[config.mk]
export PLATFORM = sky130hd
export DESIGN_NAME = id_pipe_stage_flat
export DESIGN_NICKNAME = d
export VERILOG_FILES = /design/src/rtl/rv_dec_pkg.sv /design/src/rtl/id_pipe_stage_if.sv /design/src/rtl/rv_decode_comb.sv /design/src/rtl/id_pipe_stage.sv /design/src/flat_wrapper.sv
export SDC_FILE = /design/constraint.sdc
export NUM_CORES = 1
export LEC_CHECK = 0
export BUFFER_PORTS_ARGS = -buffer_cell sky130_fd_sc_hd__buf_2
export CORE_UTILIZATION = 44
export CTS_CLUSTER_SIZE = 20
export DETAILED_ROUTE_END_ITERATION = 8
export PLACE_DENSITY = 0.77
export SYNTH_ARGS = -nofsm -noshare
export SYNTH_HDL_FRONTEND = slang
export SYNTH_SLANG_ARGS = --single-unit
[constraint.sdc]
create_clock -name clk -period 2.2 [get_ports clk]
set_input_delay 0 -clock clk [delete_from_list [all_inputs] [get_ports clk]]
set_output_delay 0 -clock clk [all_outputs]
set_load 0.03 [all_outputs]
[src/rtl/rv_dec_pkg.sv]
// Shared decode definitions for the RV32I instruction-decode stage:
// opcode/funct constants, ALU operation codes and control-word bit positions.
package rv_dec_pkg;

  localparam int CTRL_W = 13;

  // Major opcodes understood by the decoder
  localparam logic [6:0] OPC_LOAD   = 7'b0000011;
  localparam logic [6:0] OPC_OP_IMM = 7'b0010011;
  localparam logic [6:0] OPC_STORE  = 7'b0100011;
  localparam logic [6:0] OPC_OP     = 7'b0110011;
  localparam logic [6:0] OPC_BRANCH = 7'b1100011;
  localparam logic [6:0] OPC_JALR   = 7'b1100111;
  localparam logic [6:0] OPC_JAL    = 7'b1101111;

  // funct3 values
  localparam logic [2:0] F3_ADD_SUB = 3'b000;
  localparam logic [2:0] F3_SLL     = 3'b001;
  localparam logic [2:0] F3_SLT     = 3'b010;
  localparam logic [2:0] F3_XOR     = 3'b100;
  localparam logic [2:0] F3_SRL_SRA = 3'b101;
  localparam logic [2:0] F3_OR      = 3'b110;
  localparam logic [2:0] F3_AND     = 3'b111;
  localparam logic [2:0] F3_BEQ     = 3'b000;
  localparam logic [2:0] F3_BNE     = 3'b001;
  localparam logic [2:0] F3_JALR    = 3'b000;
  localparam logic [2:0] F3_MUL     = 3'b000;

  // funct7 values
  localparam logic [6:0] F7_BASE   = 7'b0000000;
  localparam logic [6:0] F7_ALT    = 7'b0100000;
  localparam logic [6:0] F7_MULDIV = 7'b0000001;

  // ALU operation encoding carried in out_ctrl[3:0]
  typedef enum logic [3:0] {
    ALU_ADD = 4'd0,
    ALU_SLL = 4'd1,
    ALU_SLT = 4'd2,
    ALU_MUL = 4'd3,
    ALU_XOR = 4'd4,
    ALU_SRL = 4'd5,
    ALU_OR  = 4'd6,
    ALU_AND = 4'd7,
    ALU_SUB = 4'd8,
    ALU_SRA = 4'd13
  } alu_op_e;

  // Control-word bit positions
  localparam int CTRL_ALU_SRC_IMM = 4;
  localparam int CTRL_REG_WRITE   = 5;
  localparam int CTRL_MEM_TO_REG  = 6;
  localparam int CTRL_MEM_WRITE   = 7;
  localparam int CTRL_MEM_READ    = 8;
  localparam int CTRL_BRANCH      = 9;
  localparam int CTRL_JALR        = 10;
  localparam int CTRL_JAL         = 11;
  localparam int CTRL_BRANCH_NE   = 12;

  // Loads: mem_read, mem_to_reg, reg_write, alu_src_imm (bits [8:4])
  localparam logic [4:0] LOAD_FLAGS = 5'h17;

  // True for the load widths RV32I defines (LB, LH, LW, LBU, LHU)
  function automatic logic is_load_width(logic [2:0] f3);
    return (f3 == 3'b000) || (f3 == 3'b001) || (f3 == 3'b010) ||
           (f3 == 3'b100) || (f3 == 3'b101);
  endfunction

endpackage

[src/rtl/id_pipe_stage_if.sv]
// Handshake bundle between fetch, the decode stage and execute.
interface id_pipe_stage_if
  import rv_dec_pkg::*;
#(
  parameter int XLEN = 32,
  parameter int PC_W = 32
);
  logic              in_valid;
  logic              in_ready;
  logic [31:0]       in_instr;
  logic [PC_W-1:0]   in_pc;
  logic              flush;
  logic              out_valid;
  logic              out_ready;
  logic [CTRL_W-1:0] out_ctrl;
  logic [XLEN-1:0]   out_imm;
  logic [PC_W-1:0]   out_pc;
  logic [4:0]        out_rs1;
  logic [4:0]        out_rs2;
  logic [4:0]        out_rd;
  logic              out_illegal;

  // Environment side: fetch drives the request, execute drives ready/flush
  modport master (
    output in_valid, in_instr, in_pc, flush, out_ready,
    input  in_ready, out_valid, out_ctrl, out_imm, out_pc,
           out_rs1, out_rs2, out_rd, out_illegal
  );

  // Decode-stage side
  modport slave (
    input  in_valid, in_instr, in_pc, flush, out_ready,
    output in_ready, out_valid, out_ctrl, out_imm, out_pc,
           out_rs1, out_rs2, out_rd, out_illegal
  );
endinterface

[src/rtl/rv_decode_comb.sv]
// Pure combinational RV32I(+MUL) decoder: instruction word to control word,
// sign-extended immediate, illegal flag and source-register usage.
module rv_decode_comb
  import rv_dec_pkg::*;
#(
  parameter int XLEN     = 32,
  parameter int ENABLE_M = 0
) (
  input  logic [31:0]       instr,
  output logic [CTRL_W-1:0] ctrl,
  output logic [XLEN-1:0]   imm,
  output logic              illegal,
  output logic              uses_rs1,
  output logic              uses_rs2
);

  logic [6:0] opcode;
  logic [2:0] funct3;
  logic [6:0] funct7;

  assign opcode = instr[6:0];
  assign funct3 = instr[14:12];
  assign funct7 = instr[31:25];

  logic signed [31:0] imm_i;
  logic signed [31:0] imm_s;
  logic signed [31:0] imm_b;
  logic signed [31:0] imm_j;

  assign imm_i = {{20{instr[31]}}, instr[31:20]};
  assign imm_s = {{20{instr[31]}}, instr[31:25], instr[11:7]};
  assign imm_b = {{19{instr[31]}}, instr[31], instr[7], instr[30:25], instr[11:8], 1'b0};
  assign imm_j = {{11{instr[31]}}, instr[31], instr[19:12], instr[20], instr[30:21], 1'b0};

  logic [CTRL_W-1:0]  ctrl_raw;
  alu_op_e            alu;
  logic               legal;
  logic signed [31:0] imm32;

  // Select format, flags and ALU op; an unrecognised encoding zeroes the control word
  always_comb begin
    ctrl_raw = '0;
    alu      = ALU_ADD;
    legal    = 1'b0;
    imm32    = '0;
    uses_rs1 = 1'b0;
    uses_rs2 = 1'b0;
    case (opcode)
      OPC_OP: begin
        uses_rs1 = 1'b1;
        uses_rs2 = 1'b1;
        ctrl_raw[CTRL_REG_WRITE] = 1'b1;
        legal = 1'b1;
        if (funct7 == F7_BASE) begin
          case (funct3)
            F3_ADD_SUB: alu = ALU_ADD;
            F3_SLL:     alu = ALU_SLL;
            F3_SLT:     alu = ALU_SLT;
            F3_XOR:     alu = ALU_XOR;
            F3_SRL_SRA: alu = ALU_SRL;
            F3_OR:      alu = ALU_OR;
            F3_AND:     alu = ALU_AND;
            default:    legal = 1'b0;
          endcase
        end else if (funct7 == F7_ALT) begin
          case (funct3)
            F3_ADD_SUB: alu = ALU_SUB;
            F3_SRL_SRA: alu = ALU_SRA;
            default:    legal = 1'b0;
          endcase
        end else if (funct7 == F7_MULDIV && funct3 == F3_MUL && ENABLE_M != 0) begin
          alu = ALU_MUL;
        end else begin
          legal = 1'b0;
        end
      end
      OPC_OP_IMM: begin
        uses_rs1 = 1'b1;
        imm32    = imm_i;
        ctrl_raw[CTRL_REG_WRITE]   = 1'b1;
        ctrl_raw[CTRL_ALU_SRC_IMM] = 1'b1;
        legal = 1'b1;
        case (funct3)
          F3_ADD_SUB: alu = ALU_ADD;
          F3_SLT:     alu = ALU_SLT;
          F3_XOR:     alu = ALU_XOR;
          F3_OR:      alu = ALU_OR;
          F3_AND:     alu = ALU_AND;
          F3_SLL: begin
            if (funct7 == F7_BASE) alu = ALU_SLL;
            else                   legal = 1'b0;
          end
          F3_SRL_SRA: begin
            if (funct7 == F7_BASE)     alu = ALU_SRL;
            else if (funct7 == F7_ALT) alu = ALU_SRA;
            else                       legal = 1'b0;
          end
          default: legal = 1'b0;
        endcase
      end
      OPC_LOAD: begin
        uses_rs1 = 1'b1;
        imm32    = imm_i;
        ctrl_raw[8:4] = LOAD_FLAGS;
        legal = is_load_width(funct3);
      end
      OPC_STORE: begin
        uses_rs1 = 1'b1;
        uses_rs2 = 1'b1;
        imm32    = imm_s;
        ctrl_raw[CTRL_MEM_WRITE]   = 1'b1;
        ctrl_raw[CTRL_ALU_SRC_IMM] = 1'b1;
        legal = (funct3 == 3'b000) || (funct3 == 3'b001) || (funct3 == 3'b010);
      end
      OPC_BRANCH: begin
        uses_rs1 = 1'b1;
        uses_rs2 = 1'b1;
        imm32    = imm_b;
        ctrl_raw[CTRL_BRANCH]    = 1'b1;
        ctrl_raw[CTRL_BRANCH_NE] = (funct3 == F3_BNE);
        legal = (funct3 == F3_BEQ) || (funct3 == F3_BNE);
      end
      OPC_JALR: begin
        uses_rs1 = 1'b1;
        imm32    = imm_i;
        ctrl_raw[CTRL_JALR]      = 1'b1;
        ctrl_raw[CTRL_REG_WRITE] = 1'b1;
        legal = (funct3 == F3_JALR);
      end
      OPC_JAL: begin
        imm32 = imm_j;
        ctrl_raw[CTRL_JAL]       = 1'b1;
        ctrl_raw[CTRL_REG_WRITE] = 1'b1;
        legal = 1'b1;
      end
      default: legal = 1'b0;
    endcase
    ctrl_raw[3:0] = alu;
  end

  assign ctrl    = legal ? ctrl_raw : '0;
  assign illegal = ~legal;
  assign imm     = XLEN'(imm32);

endmodule

[src/rtl/id_pipe_stage.sv]
// Instruction-decode pipeline stage: owns the ID/EX register, the valid/ready
// handshake, the load-use bubble and the flush from execute.
module id_pipe_stage
  import rv_dec_pkg::*;
#(
  parameter int XLEN     = 32,
  parameter int PC_W     = 32,
  parameter int ENABLE_M = 0
) (
  input logic           clk,
  input logic           rst_n,
  id_pipe_stage_if.slave bus
);

  logic [CTRL_W-1:0] dec_ctrl;
  logic [XLEN-1:0]   dec_imm;
  logic              dec_illegal;
  logic              dec_uses_rs1;
  logic              dec_uses_rs2;

  rv_decode_comb #(
    .XLEN     (XLEN),
    .ENABLE_M (ENABLE_M)
  ) u_decode (
    .instr    (bus.in_instr),
    .ctrl     (dec_ctrl),
    .imm      (dec_imm),
    .illegal  (dec_illegal),
    .uses_rs1 (dec_uses_rs1),
    .uses_rs2 (dec_uses_rs2)
  );

  logic [4:0] in_rs1;
  logic [4:0] in_rs2;
  logic [4:0] in_rd;

  assign in_rs1 = bus.in_instr[19:15];
  assign in_rs2 = bus.in_instr[24:20];
  assign in_rd  = bus.in_instr[11:7];

  logic              valid_q;
  logic [CTRL_W-1:0] ctrl_q;
  logic [XLEN-1:0]   imm_q;
  logic [PC_W-1:0]   pc_q;
  logic [4:0]        rs1_q;
  logic [4:0]        rs2_q;
  logic [4:0]        rd_q;
  logic              illegal_q;

  // Load-use detection looks only at the presented instruction word, never at
  // in_valid, so in_ready has no combinational path from in_valid.
  logic load_in_ex;
  logic src_match;
  logic load_use;
  logic in_ready;
  logic accept;

  assign load_in_ex = valid_q & ctrl_q[CTRL_MEM_READ] & (rd_q != 5'd0);
  assign src_match  = (dec_uses_rs1 & (in_rs1 == rd_q)) |
                      (dec_uses_rs2 & (in_rs2 == rd_q));
  assign load_use   = load_in_ex & bus.out_ready & src_match;
  assign in_ready   = rst_n & ~bus.flush & ~load_use & (~valid_q | bus.out_ready);
  assign accept     = bus.in_valid & in_ready;

  // ID/EX register: flush kills, accept loads, consumption without refill empties
  always_ff @(posedge clk or negedge rst_n) begin
    if (!rst_n) begin
      valid_q   <= 1'b0;
      ctrl_q    <= '0;
      imm_q     <= '0;
      pc_q      <= '0;
      rs1_q     <= '0;
      rs2_q     <= '0;
      rd_q      <= '0;
      illegal_q <= 1'b0;
    end else if (bus.flush) begin
      valid_q <= 1'b0;
    end else if (accept) begin
      valid_q   <= 1'b1;
      ctrl_q    <= dec_ctrl;
      imm_q     <= dec_imm;
      pc_q      <= bus.in_pc;
      rs1_q     <= in_rs1;
      rs2_q     <= in_rs2;
      rd_q      <= in_rd;
      illegal_q <= dec_illegal;
    end else if (bus.out_ready) begin
      valid_q <= 1'b0;
    end
  end

  assign bus.in_ready    = in_ready;
  assign bus.out_valid   = valid_q;
  assign bus.out_ctrl    = ctrl_q;
  assign bus.out_imm     = imm_q;
  assign bus.out_pc      = pc_q;
  assign bus.out_rs1     = rs1_q;
  assign bus.out_rs2     = rs2_q;
  assign bus.out_rd      = rd_q;
  assign bus.out_illegal = illegal_q;

endmodule
[src/flat_wrapper.sv]
// flat-port wrapper written by rule: the top's interface ports become plain ports
module id_pipe_stage_flat import rv_dec_pkg::*;
#(
  parameter int XLEN     = 32,
  parameter int PC_W     = 32,
  parameter int ENABLE_M = 0
)
  (clk, rst_n, bus_in_valid, bus_in_instr, bus_in_pc, bus_flush, bus_out_ready, bus_in_ready, bus_out_valid, bus_out_ctrl, bus_out_imm, bus_out_pc, bus_out_rs1, bus_out_rs2, bus_out_rd, bus_out_illegal);
  id_pipe_stage_if #(.XLEN(XLEN), .PC_W(PC_W)) bus_i ();
  input logic clk;
  input logic rst_n;
  input wire logic [$bits(bus_i.in_valid)-1:0] bus_in_valid;
  input wire logic [$bits(bus_i.in_instr)-1:0] bus_in_instr;
  input wire logic [$bits(bus_i.in_pc)-1:0] bus_in_pc;
  input wire logic [$bits(bus_i.flush)-1:0] bus_flush;
  input wire logic [$bits(bus_i.out_ready)-1:0] bus_out_ready;
  output wire logic [$bits(bus_i.in_ready)-1:0] bus_in_ready;
  output wire logic [$bits(bus_i.out_valid)-1:0] bus_out_valid;
  output wire logic [$bits(bus_i.out_ctrl)-1:0] bus_out_ctrl;
  output wire logic [$bits(bus_i.out_imm)-1:0] bus_out_imm;
  output wire logic [$bits(bus_i.out_pc)-1:0] bus_out_pc;
  output wire logic [$bits(bus_i.out_rs1)-1:0] bus_out_rs1;
  output wire logic [$bits(bus_i.out_rs2)-1:0] bus_out_rs2;
  output wire logic [$bits(bus_i.out_rd)-1:0] bus_out_rd;
  output wire logic [$bits(bus_i.out_illegal)-1:0] bus_out_illegal;
  assign bus_i.in_valid = bus_in_valid;
  assign bus_i.in_instr = bus_in_instr;
  assign bus_i.in_pc = bus_in_pc;
  assign bus_i.flush = bus_flush;
  assign bus_i.out_ready = bus_out_ready;
  assign bus_in_ready = bus_i.in_ready;
  assign bus_out_valid = bus_i.out_valid;
  assign bus_out_ctrl = bus_i.out_ctrl;
  assign bus_out_imm = bus_i.out_imm;
  assign bus_out_pc = bus_i.out_pc;
  assign bus_out_rs1 = bus_i.out_rs1;
  assign bus_out_rs2 = bus_i.out_rs2;
  assign bus_out_rd = bus_i.out_rd;
  assign bus_out_illegal = bus_i.out_illegal;
  id_pipe_stage #(.XLEN(XLEN), .PC_W(PC_W), .ENABLE_M(ENABLE_M)) u_core (.clk(clk), .rst_n(rst_n), .bus(bus_i));
endmodule
Word-level counts from Yosys, hierarchy flattened
Index checks and enable logic that the tools add are counted.
{ "totals": {"latch_bits": 0, "ramBits": 0, "n_memories": 0, "elab_cells": 90, "inputBits": 69, "regBits": 94, "out_inout_bits": 95, "romBits": 0} }
{ "classes": {"reduce_logical": 17, "n_bitwise": 16, "n_shift": 0, "n_mux": 33, "add_sub_neg": 0, "div": 0, "magnitude_cmp": 0, "n_eq_ne": 16, "multipliers": 0} }
{ "ops": {"columns": ["operator", "n"], "rows": [
  ["32-bit case mux with 4 select lines", 1],
  ["4-bit case mux with 6 select lines", 1],
  ["7-bit by 6-bit == test with 1-bit output (second input constant)", 3],
  ["7-bit == test (second input constant)", 3],
  ["1-bit two-way mux", 21],
  ["3-bit case mux with 6 select lines", 1],
  ["4-bit two-way mux", 4],
  ["4-bit case mux with 2 select lines", 2],
  ["13-bit two-way mux", 1],
  ["3-bit == test (second input constant)", 4],
  ["1-bit bitwise AND", 10],
  ["5-bit == test", 2],
  ["5-bit OR reduction", 2],
  ["3-bit OR reduction", 3],
  ["7-bit by 2-bit == test with 1-bit output (second input constant)", 1],
  ["7-bit by 5-bit == test with 1-bit output (second input constant)", 1],
  ["7-bit logical NOT", 1],
  ["1-bit case mux with 7 select lines", 1],
  ["7-bit OR reduction", 1],
  ["6-bit OR reduction", 1],
  ["5-bit nonzero test", 1],
  ["1-bit logical OR", 4],
  ["1-bit NOT", 4],
  ["3-bit by 1-bit == test with 1-bit output (second input constant)", 1],
  ["other kinds (7)", 8]
]} }

Logic depth before layout (Yosys ltp)
Gate-level depths: netlist of run 1.
{ "depth": {"ltp_word": 12, "mapped_depth": 8, "ltp_nobuf": 6} }

Hierarchy
A second synthesis of run 1 with hierarchy kept.
{ "hier_totals": {"cells_unflattened": 337, "hier_area_um2": 4742.0} }
{ "by_module_without_submodules": {"columns": ["module", "cells_each", "area_per_inst_um2", "instances", "seq_area_each_um2"], "rows": [
  ["id_pipe_stage", 228, 4001.3, 1, 2352.3],
  ["rv_decode_comb", 109, 740.7, 1, 0.0]
]} }

Least setup slack after synthesis of run 1
OpenSTA, ideal clock, no wires.
{ "synth_timing": {"kind": "register to output", "start": "register u_core.rd_q[0], in the netlist u_core.bus.out_rd[0]", "end": "output bus_in_ready", "stages_incl_launch_ff": 5, "required_time_ps": 2200, "setup_slack_ps": -160, "t_arrival_ps": 2360, "n_path_buf": 0, "path_cell_list": "dfrtp_1 -> or4_1 -> o211ai_2 -> a21oi_4 -> nor4bb_1"} }
{ "synth_between": {"elab_chain_len": 7, "elab_cells_between_ends": 12, "cone_classes": "2 x eq/ne; 9 x bitwise; 1 x reduce/logical"} }
{ "synth_rtl": {"columns": ["item", "line_no", "source"], "rows": [
  ["start: declaration", "id_pipe_stage.sv:47", "logic [4:0] rd_q;"],
  ["start signal: assignment", "id_pipe_stage.sv:85", "rd_q <= in_rd;"],
  ["5-bit == test (tied with other cells)", "id_pipe_stage.sv:59", "assign src_match = (dec_uses_rs1 & (in_rs1 == rd_q)) |"],
  ["1-bit bitwise AND (on tied branches)", "id_pipe_stage.sv:59, id_pipe_stage.sv:58, id_pipe_stage.sv:60", null],
  ["1-bit OR or 1-bit bitwise AND (tied branches)", "id_pipe_stage.sv:59, id_pipe_stage.sv:61", null],
  ["1-bit bitwise AND *", "id_pipe_stage.sv:61", "assign load_use = load_in_ex & bus.out_ready & src_match;"],
  ["1-bit NOT *", "id_pipe_stage.sv:62", "assign in_ready = rst_n & ~bus.flush & ~load_use & (~valid_q | bus.out_ready);"],
  ["1-bit bitwise AND * (2 in series)", "id_pipe_stage.sv:62", null],
  ["end: declaration", "flat_wrapper.sv:17", "output wire logic [$bits(bus_i.in_ready)-1:0] bus_in_ready;"]
]} }
Every way passes the cells marked *; elsewhere a longest branch is shown, timed or not.

Worst setup path in the final report of run 1
{ "layout_timing": {"start": "register u_core.rd_q[3], in the netlist u_core.bus.out_rd[3]", "end": "register u_core.pc_q[8], in the netlist u_core.bus.out_pc[8]"} }
{ "layout_between": {"elab_chain_len": 9, "elab_cells_between_ends": 14, "cone_classes": "2 x eq/ne; 10 x bitwise; 2 x reduce/logical"} }
{ "layout_rtl": {"columns": ["item", "line_no", "source"], "rows": [
  ["5-bit == test (tied with other cells)", "id_pipe_stage.sv:59", null],
  ["1-bit bitwise AND (on tied branches)", "id_pipe_stage.sv:59, id_pipe_stage.sv:58, id_pipe_stage.sv:60", null],
  ["1-bit OR or 1-bit bitwise AND (tied branches)", "id_pipe_stage.sv:59, id_pipe_stage.sv:61", null],
  ["1-bit bitwise AND *", "id_pipe_stage.sv:61", null],
  ["1-bit NOT *", "id_pipe_stage.sv:62", null],
  ["1-bit bitwise AND * (2 in series)", "id_pipe_stage.sv:62", null],
  ["1-bit bitwise AND *", "id_pipe_stage.sv:63", "assign accept = bus.in_valid & in_ready;"],
  ["2-bit AND reduction (no source line) *", null, null],
  ["end signal: assignment", "id_pipe_stage.sv:82", "pc_q <= bus.in_pc;"],
  ["end: declaration", "id_pipe_stage.sv:44", "logic [PC_W-1:0] pc_q;"]
]} }
Marked as above.
A chain may end at the register's enable or synchronous reset.

==> results by group, run 1 <==
Logic synthesis
  – Number of synthesized register bits: 82
  – Cell variety after synth: 49
  – Sequential-to-total area share from yosys stat: 0.517
  – Ys flop type: dfrtp_1
  – Ys async rst share: 1.00
  – Syn_area_per_cell: 12.2 sq um
  – Yosys warnings: 0
  – Cells after Synth: 325
  – Post-Syn Area: approximately 4000 sq um
  – Mapped Nets: 394
  – Post-synth EDFFs: 0

Clocking
  – CTS tree: built
  – Deepest level of the CTS H-tree: 3
  – Clk sinks: between 80 and 90
  – Root Buffer: clkbuf_8
  – Clk_lat worst skew: 0.35 ns
  – CTS buffer count: 9
  – Clock-pin slew on the worst setup and hold paths: 0.09 ns
  – CTS max path bufs: 2

Power and ir drop
  – Worst vdd ir: between 0.5 and 0.6 mV
  – Pwr dens: roughly 720 nW/um^2
  – Lkg Pwr: 2.82 nW

GRT
  – Initial antenna violation count: 0
  – Largest net degree at the start of global routing: between 80 and 90
  – Overall Global Routing Usage: 0.235
  – First-pass GRT wire length: 17600 microns
  – GRT Residual Overflow: 0
  – Vias in the first global route: approximately 3500

STA
  – Setup ws final: -0.0193 ns
  – Hold Vio Cnt, Final: 0
  – RSZ-0062 raised after global routing: true
  – Tightest Pin Transition: 1.03 ns
  – Fin crit period: ~2.2 ns
  – Final setup viols: 15
  – Final setup TNS: -0.129 ns
  – Rel. slew slack: 0.315
  – Skew final: between 0.01 and 0.015 ns
  – Max Slew Vio Count: 0
  – Fmax: 451 MHz
  – Final period utilization: 1.01

Critical path
  – CP delay by family, top: simple AND/OR/NAND/NOR gates
  – CP cell instances: or4_4, o211ai_4, a21oi_4, nor2_4, buf_12, buf_12, mux2_2
  – Critical Path Fanout Max: 16
  – CP bufs+invs: 2
  – Worst r2r src: u_core.bus.out_rd[3]
  – Startpoint types: register
  – Worst path max stage delay: approximately 0.56 ns
  – WS Path Type: reg -> reg
  – Most frequent CP cell: buf_12
  – Req. time, crit path: 2.44 ns
  – Crit-path slowest cell: or4_4
  – CP startpoint: u_core.bus.out_rd[3]
  – Critical Path End Type: register
  – Worst EP arrival: 2.46 ns

Die
  – Initial Util: 0.456
  – Row count: 34
  – Num ports: 164
  – Core footprint: 8720 sq um
  – Die width: 97.0 microns
  – Die height: 97.0 microns
  – DIE AREA: between 9000 and 10000 sq um

Layout
  – Antenna diode count: 0
  – Commonest non-fill, non-tap cells in the layout: buf_2, dfrtp_1, dlygate4sd3_1
  – Reg area: approximately 2000 sq um
  – Nets: between 600 and 700
  – Final Cell Area: 5780 sq um
  – Layout cell share with drive strength beyond 1: 0.515
  – Area Overhead vs Synth: 45.5%
  – Layout fillers: 655
  – Multi-input logic area: 1720 sq um
  – Final Core Density: 0.663
  – Layout Cells excl Fill: ~660
  – Most common cell after layout, fill and taps aside: buf_2

Detailed routing
  – Mean number of vias per cell: between 5 and 6
  – Via count: 3450
  – DRT antenna net count: 0
  – DRT iter0 DRCs: 174
  – Detailed Routing Iterations Pass 1: 4
  – DRC Markers: 0
  – Routed len/inst: 16.8 microns
  – Drt total wl: between 10000 and 15000 microns

Placed design
  – Input/output buffers: 163
  – Global placement routability congestion: 0.788
  – Dpl ws: 0.107 ns
  – DP Area: 4830 sq um
  – Placed cells: 576
  – Post-DP HPWL: 7000 microns

Outcome
  – Outcome: finished, violations left
  – Violated checks: setup timing

Job
  – Total of max-cap violations: 0

Hold path
  – Hold path start: bus_in_instr[4]
  – Worst hold path class: in -> reg
worst paths after layout:
kind | slack [ns] | end | cells after the start
setup / recovery | -0.02 | u_core.bus.out_pc[8] | 7
hold / removal | 0.09 | u_core.bus.out_ctrl[5] | 3
setup reg to reg | -0.02 | u_core.bus.out_pc[8] | 7
hold reg to reg | 0.51 | u_core.bus.out_pc[7] | 1
max in group asynchronous | 0.97 | u_core.bus.out_rd[0] | 3
min in group asynchronous | 0.47 | u_core.bus.out_ctrl[8] | 3
worst min-delay path: stages:
cell     delay, ns
buf_2         0.15
a31oi_1       0.19
o41ai_1       0.07
where the power goes:
| group | leakage [nW] | switching, mW | internal [mW] |
|---|---|---|---|
| Sequential | 1.04 | 0.119 | 1.70 |
| Clock | 0.103 | 0.567 | 0.567 |
| Combinational | 1.68 | 0.735 | 0.486 |
kinds of logic (layout without fill, tap and decap cells):
| kind of cell | Yosys count | after routing | share of synthesized area |
|---|---|---|---|
| flops | 82 | 82 | 0.517 |
| mux | 69 | 69 | 0.204 |
| compound gates | 67 | 67 | 0.111 |
| simple gates | 58 | 58 | 0.0869 |
| buf+inv | 39 | 262 | 0.0598 |
| xor+xnor | 10 | 10 | 0.0220 |
metrics by stage:
step                hold WS [ns]  total power, mW
floorplan                 -0.296             2.55
global placement           0.230             2.92
detailed placement         0.236             2.94
CTS                       0.0825             4.18
global route               0.104             4.35
finish                    0.0931             4.17
flip-flops by register name (all words and copies together) (netlist names):
signal and cells:
u_core.bus.out_rs2 5, u_core.bus.out_rd 5, u_core.bus.out_imm 21, u_core.bus.out_illegal 1, u_core.bus.out_valid 1, u_core.bus.out_rs1 5
u_core.bus.out_pc 32, u_core.bus.out_ctrl 12
cells in the mapped netlist, drive strengths merged (4+ instances only):
cell,instances,area share
o31ai,9,0.017
dfrtp,82,0.52
a21oi,8,0.013
mux2,68,0.20
clkbuf,8,0.0076
o21ai,27,0.035
or2,4,0.0063
inv,9,0.0085
buf,22,0.044
a22o,4,0.0088
o211ai,4,0.0088
nand2,18,0.017
nor3,6,0.012
xor2,8,0.018
nor2,10,0.011
layout make-up:
type,count,area share
flip-flops and latches,82,0.355
multi-input cells,204,0.298
well taps,108,0.0234
clock buffers,10,0.0238
repair buffers,237,0.281
clock inverters,6,0.0126
inverters,9,0.00584
what timing repair did:
item	CTS	global route
cloned	1	2
buffers inserted	2	1
endpoints found under the hold margin	138	0
hold buffers	58	0
pin swaps	3	5
resized for setup	6	6
setup endpoints to repair	1	75
routing by layer:
metal	up-vias	GRT usage	wire, microns
li1	1597	-	-
met1	1680	0.288	4520
met2	158	0.406	5560
met3	15	0.0585	813
met4	0	0.0758	141
met5	-	0	0
(Power assumes the default switching activity.)
==> inputs of run 2 (changes only) <==
--- a/config.mk
+++ b/config.mk
@@ -6,10 +6,13 @@
 export NUM_CORES = 1
 export LEC_CHECK = 0
 export BUFFER_PORTS_ARGS = -buffer_cell sky130_fd_sc_hd__buf_2
-export CORE_UTILIZATION = 44
+export CELL_PAD_IN_SITES_DETAIL_PLACEMENT = 1
+export CELL_PAD_IN_SITES_GLOBAL_PLACEMENT = 1
+export CORE_UTILIZATION = 33
 export CTS_CLUSTER_SIZE = 20
 export DETAILED_ROUTE_END_ITERATION = 8
-export PLACE_DENSITY = 0.77
+export PLACE_DENSITY_LB_ADDON = 0.1
+export RECOVER_POWER = 25
 export SYNTH_ARGS = -nofsm -noshare
 export SYNTH_HDL_FRONTEND = slang
 export SYNTH_SLANG_ARGS = --single-unit
==> run 2 against run 1 <==
  * The run ends with DRC left
  * Clock skew decreased by 0.0041 ns
  * Power up 7.9%
  * Non-clock buffer count increased by 3
  * Clock power increased by 29%
  * Final area up 2.1%
  * Via count fell by 1.5%
  * Setup slack better by 0.045 ns
  * Hold slack lost 0.057 ns
  * Clock-buffer cell count is 1 lower
  * Maximum frequency rose by 2.1%
  * Flip-flop and latch count unchanged
  * Die area rose by 33%
  * Largest cell class unchanged
==> results by group, run 2 (synthesis results as in run 1) <==
Critical path
  – Reg2Reg Depth: 7
  – WS Path Type: reg -> reg
  – RR Endpoint: u_core.bus.out_pc[14]
  – CP delay by family, top: simple AND/OR/NAND/NOR gates
  – CP bufs+invs: 2
  – CP cell instances: or4_4, o211ai_4, a21oi_4, nor2_4, buf_4, clkbuf_16, mux2_2
  – Req. time, crit path: 2.42 ns
  – Critical Path End Type: register
  – Worst r2r src: u_core.bus.out_rd[0]
  – Crit-path slowest cell: or4_4
  – Worst EP arrival: 2.40 ns
  – Flop-to-flop setup slack: 0.03 ns
  – Critical Path Fanout Max: 9
  – Worst path max stage delay: 0.54 ns
  – Startpoint types: register

Power and ir drop
  – Pwr dens: 763 nW/um^2
  – Worst vdd ir: around 0.55 mV
  – Lkg Pwr: between 2 and 3 nW
  – Total power: 4.50 mW

Detailed routing
  – Detailed Routing Iterations Pass 1: 6
  – Met2 WL: roughly 6600 microns
  – DRT antenna net count: 0
  – DRC Markers: 7
  – Routed len/inst: 17.7 microns
  – Via count: 3397
  – Highest Signal Layer: met4
  – Met3 WL: 678 microns
  – DRT iter0 DRCs: 73
  – M1 wire length: 4970 microns
  – Mean number of vias per cell: between 4 and 5
  – Drt total wl: approximately 12000 microns

Hold path
  – Hold path start: bus_out_ready
  – Hold EP: u_core.bus.out_valid
  – Worst hold path class: in -> reg
  – Worst Hold Depth: 3

Placed design
  – Post-DP HPWL: 8020 microns
  – DP Area: 4900 sq um
  – Input/output buffers: 163
  – Global placement routability congestion: 0.792

STA
  – Rel. slew slack: 0.476
  – Hold Vio Cnt, Final: 0
  – Final setup viols: 0
  – Fin crit period: 2.17 ns
  – Max Slew Vio Count: 0
  – Skew final: 0.00665 ns
  – Final period utilization: 0.988
  – Fmax: 460 MHz
  – Tightest Pin Transition: approximately 0.8 ns
  – RSZ-0062 raised after global routing: true

Die
  – Num ports: between 150 and 200
  – Row count: 39
  – Initial Util: 0.344
  – DIE AREA: ~12000 sq um
  – Die height: 112 microns
  – Die width: 112 microns
  – Core footprint: around 12000 sq um

Layout
  – Final Cell Area: 5900 sq um
  – Antenna diode count: 0
  – Nets: roughly 620
  – Area Overhead vs Synth: 48.6%
  – Most common cell after layout, fill and taps aside: buf_2
  – Layout cell share with drive strength beyond 1: 0.495
  – Max FFs per register: 32
  – Commonest non-fill, non-tap cells in the layout: buf_2, dfrtp_1, mux2_2

GRT
  – Largest net degree at the start of global routing: 50
  – Initial antenna violation count: 0
  – First-pass GRT wire length: 19500 microns
  – GRT Residual Overflow: 0
  – Overall Global Routing Usage: 0.198
  – Vias in the first global route: 3790

Outcome
  – Outcome: finished, violations left
  – Violated checks: DRC

Clocking
  – CTS tree: built
  – Clock-pin slew on the worst setup and hold paths: 0.07 ns
  – Deepest level of the CTS H-tree: 3
  – CTS max path bufs: 2
  – CTS buffer count: 9
  – Clk sinks: between 80 and 90
  – Clk_lat worst skew: 0.34 ns
  – Root Buffer: clkbuf_16

Job
  – Total of max-cap violations: 0
## run 2: cell types whose count changed in the layout (fill, tap and decap cells not counted), sizes merged
cell         change
clkinvlp         +2
clkbuf          +15
bufinv           -1
buf             -11
inv              +2
clkinv           -2
dlygate4sd3      -2
## run 2: routing by layer
layer / vias up / global-route usage
li1: 1599 / -
met4: 0 / 0.0459
met1: 1695 / 0.224
met2: 98 / 0.366
met3: 5 / 0.0572
met5: - / 0
## run 2: repair_timing
action | CTS | global route
hold buffers | 56 | 0
endpoints found under the setup margin | 1 | 48
cloned | 1 | 3
endpoints found under the hold margin | 102 | 0
pin swaps | 1 | 3
resized for setup | 6 | 6
buffers inserted | 2 | 2
## run 2: area by class of cell
cell class                      count  area, sq um
Tap cell                          143          179
Fill cell                        1282         5660
Timing Repair Buffer              240         1630
Inverter                            9         33.8
Clock inverter                      7         60.1
Clock buffer                        9          225
Multi-Input combinational cell    204         1720
Sequential cell                    82         2050
## run 2: tightest hold or removal path, stage by stage
cell and delay (ns):
buf_2 0.09, nand2b_1 0.15, o22ai_1 0.09
## run 2: worst max-delay path by stage
stage	start	to	slack, ns	cells past startpoint
6_report	u_core.bus.out_rd[0]	u_core.bus.out_pc[14]	0.03	7
5_1_grt	u_core.bus.out_rd[0]	bus_in_ready	-0.03	6
4_1_cts	u_core.bus.out_rd[0]	u_core.bus.out_imm[2]	0.02	6
3_5_place_dp	u_core.bus.out_rd[0]	u_core.bus.out_pc[14]	0.07	6
3_3_place_gp	u_core.bus.out_rd[0]	u_core.bus.out_pc[4]	0.13	6
2_1_floorplan	u_core.bus.out_rd[2]	u_core.bus.out_ctrl[0]	0.01	7
## run 2: per-stage QoR
step	hold WS, ns	instances	utilization	TNS, ns	worst slack [ns]
after floorplan	-0.296	325	-	0	0.0118
after global placement	0.184	614	0.423	0	0.126
after detailed placement	0.189	614	0.423	0	0.0730
after CTS	0.00409	689	0.503	0	0.0217
after global routing	0.0536	694	0.510	-0.592	-0.0289
final	0.0359	694	0.510	0	0.0260
## run 2: power breakdown
group / switching (mW) / internal [mW] / total, mW
Sequential: 0.107 / 1.70 / 1.81
Combinational: 0.751 / 0.488 / 1.24
Clock: 0.672 / 0.785 / 1.46
Total: 1.53 / 2.97 / 4.50
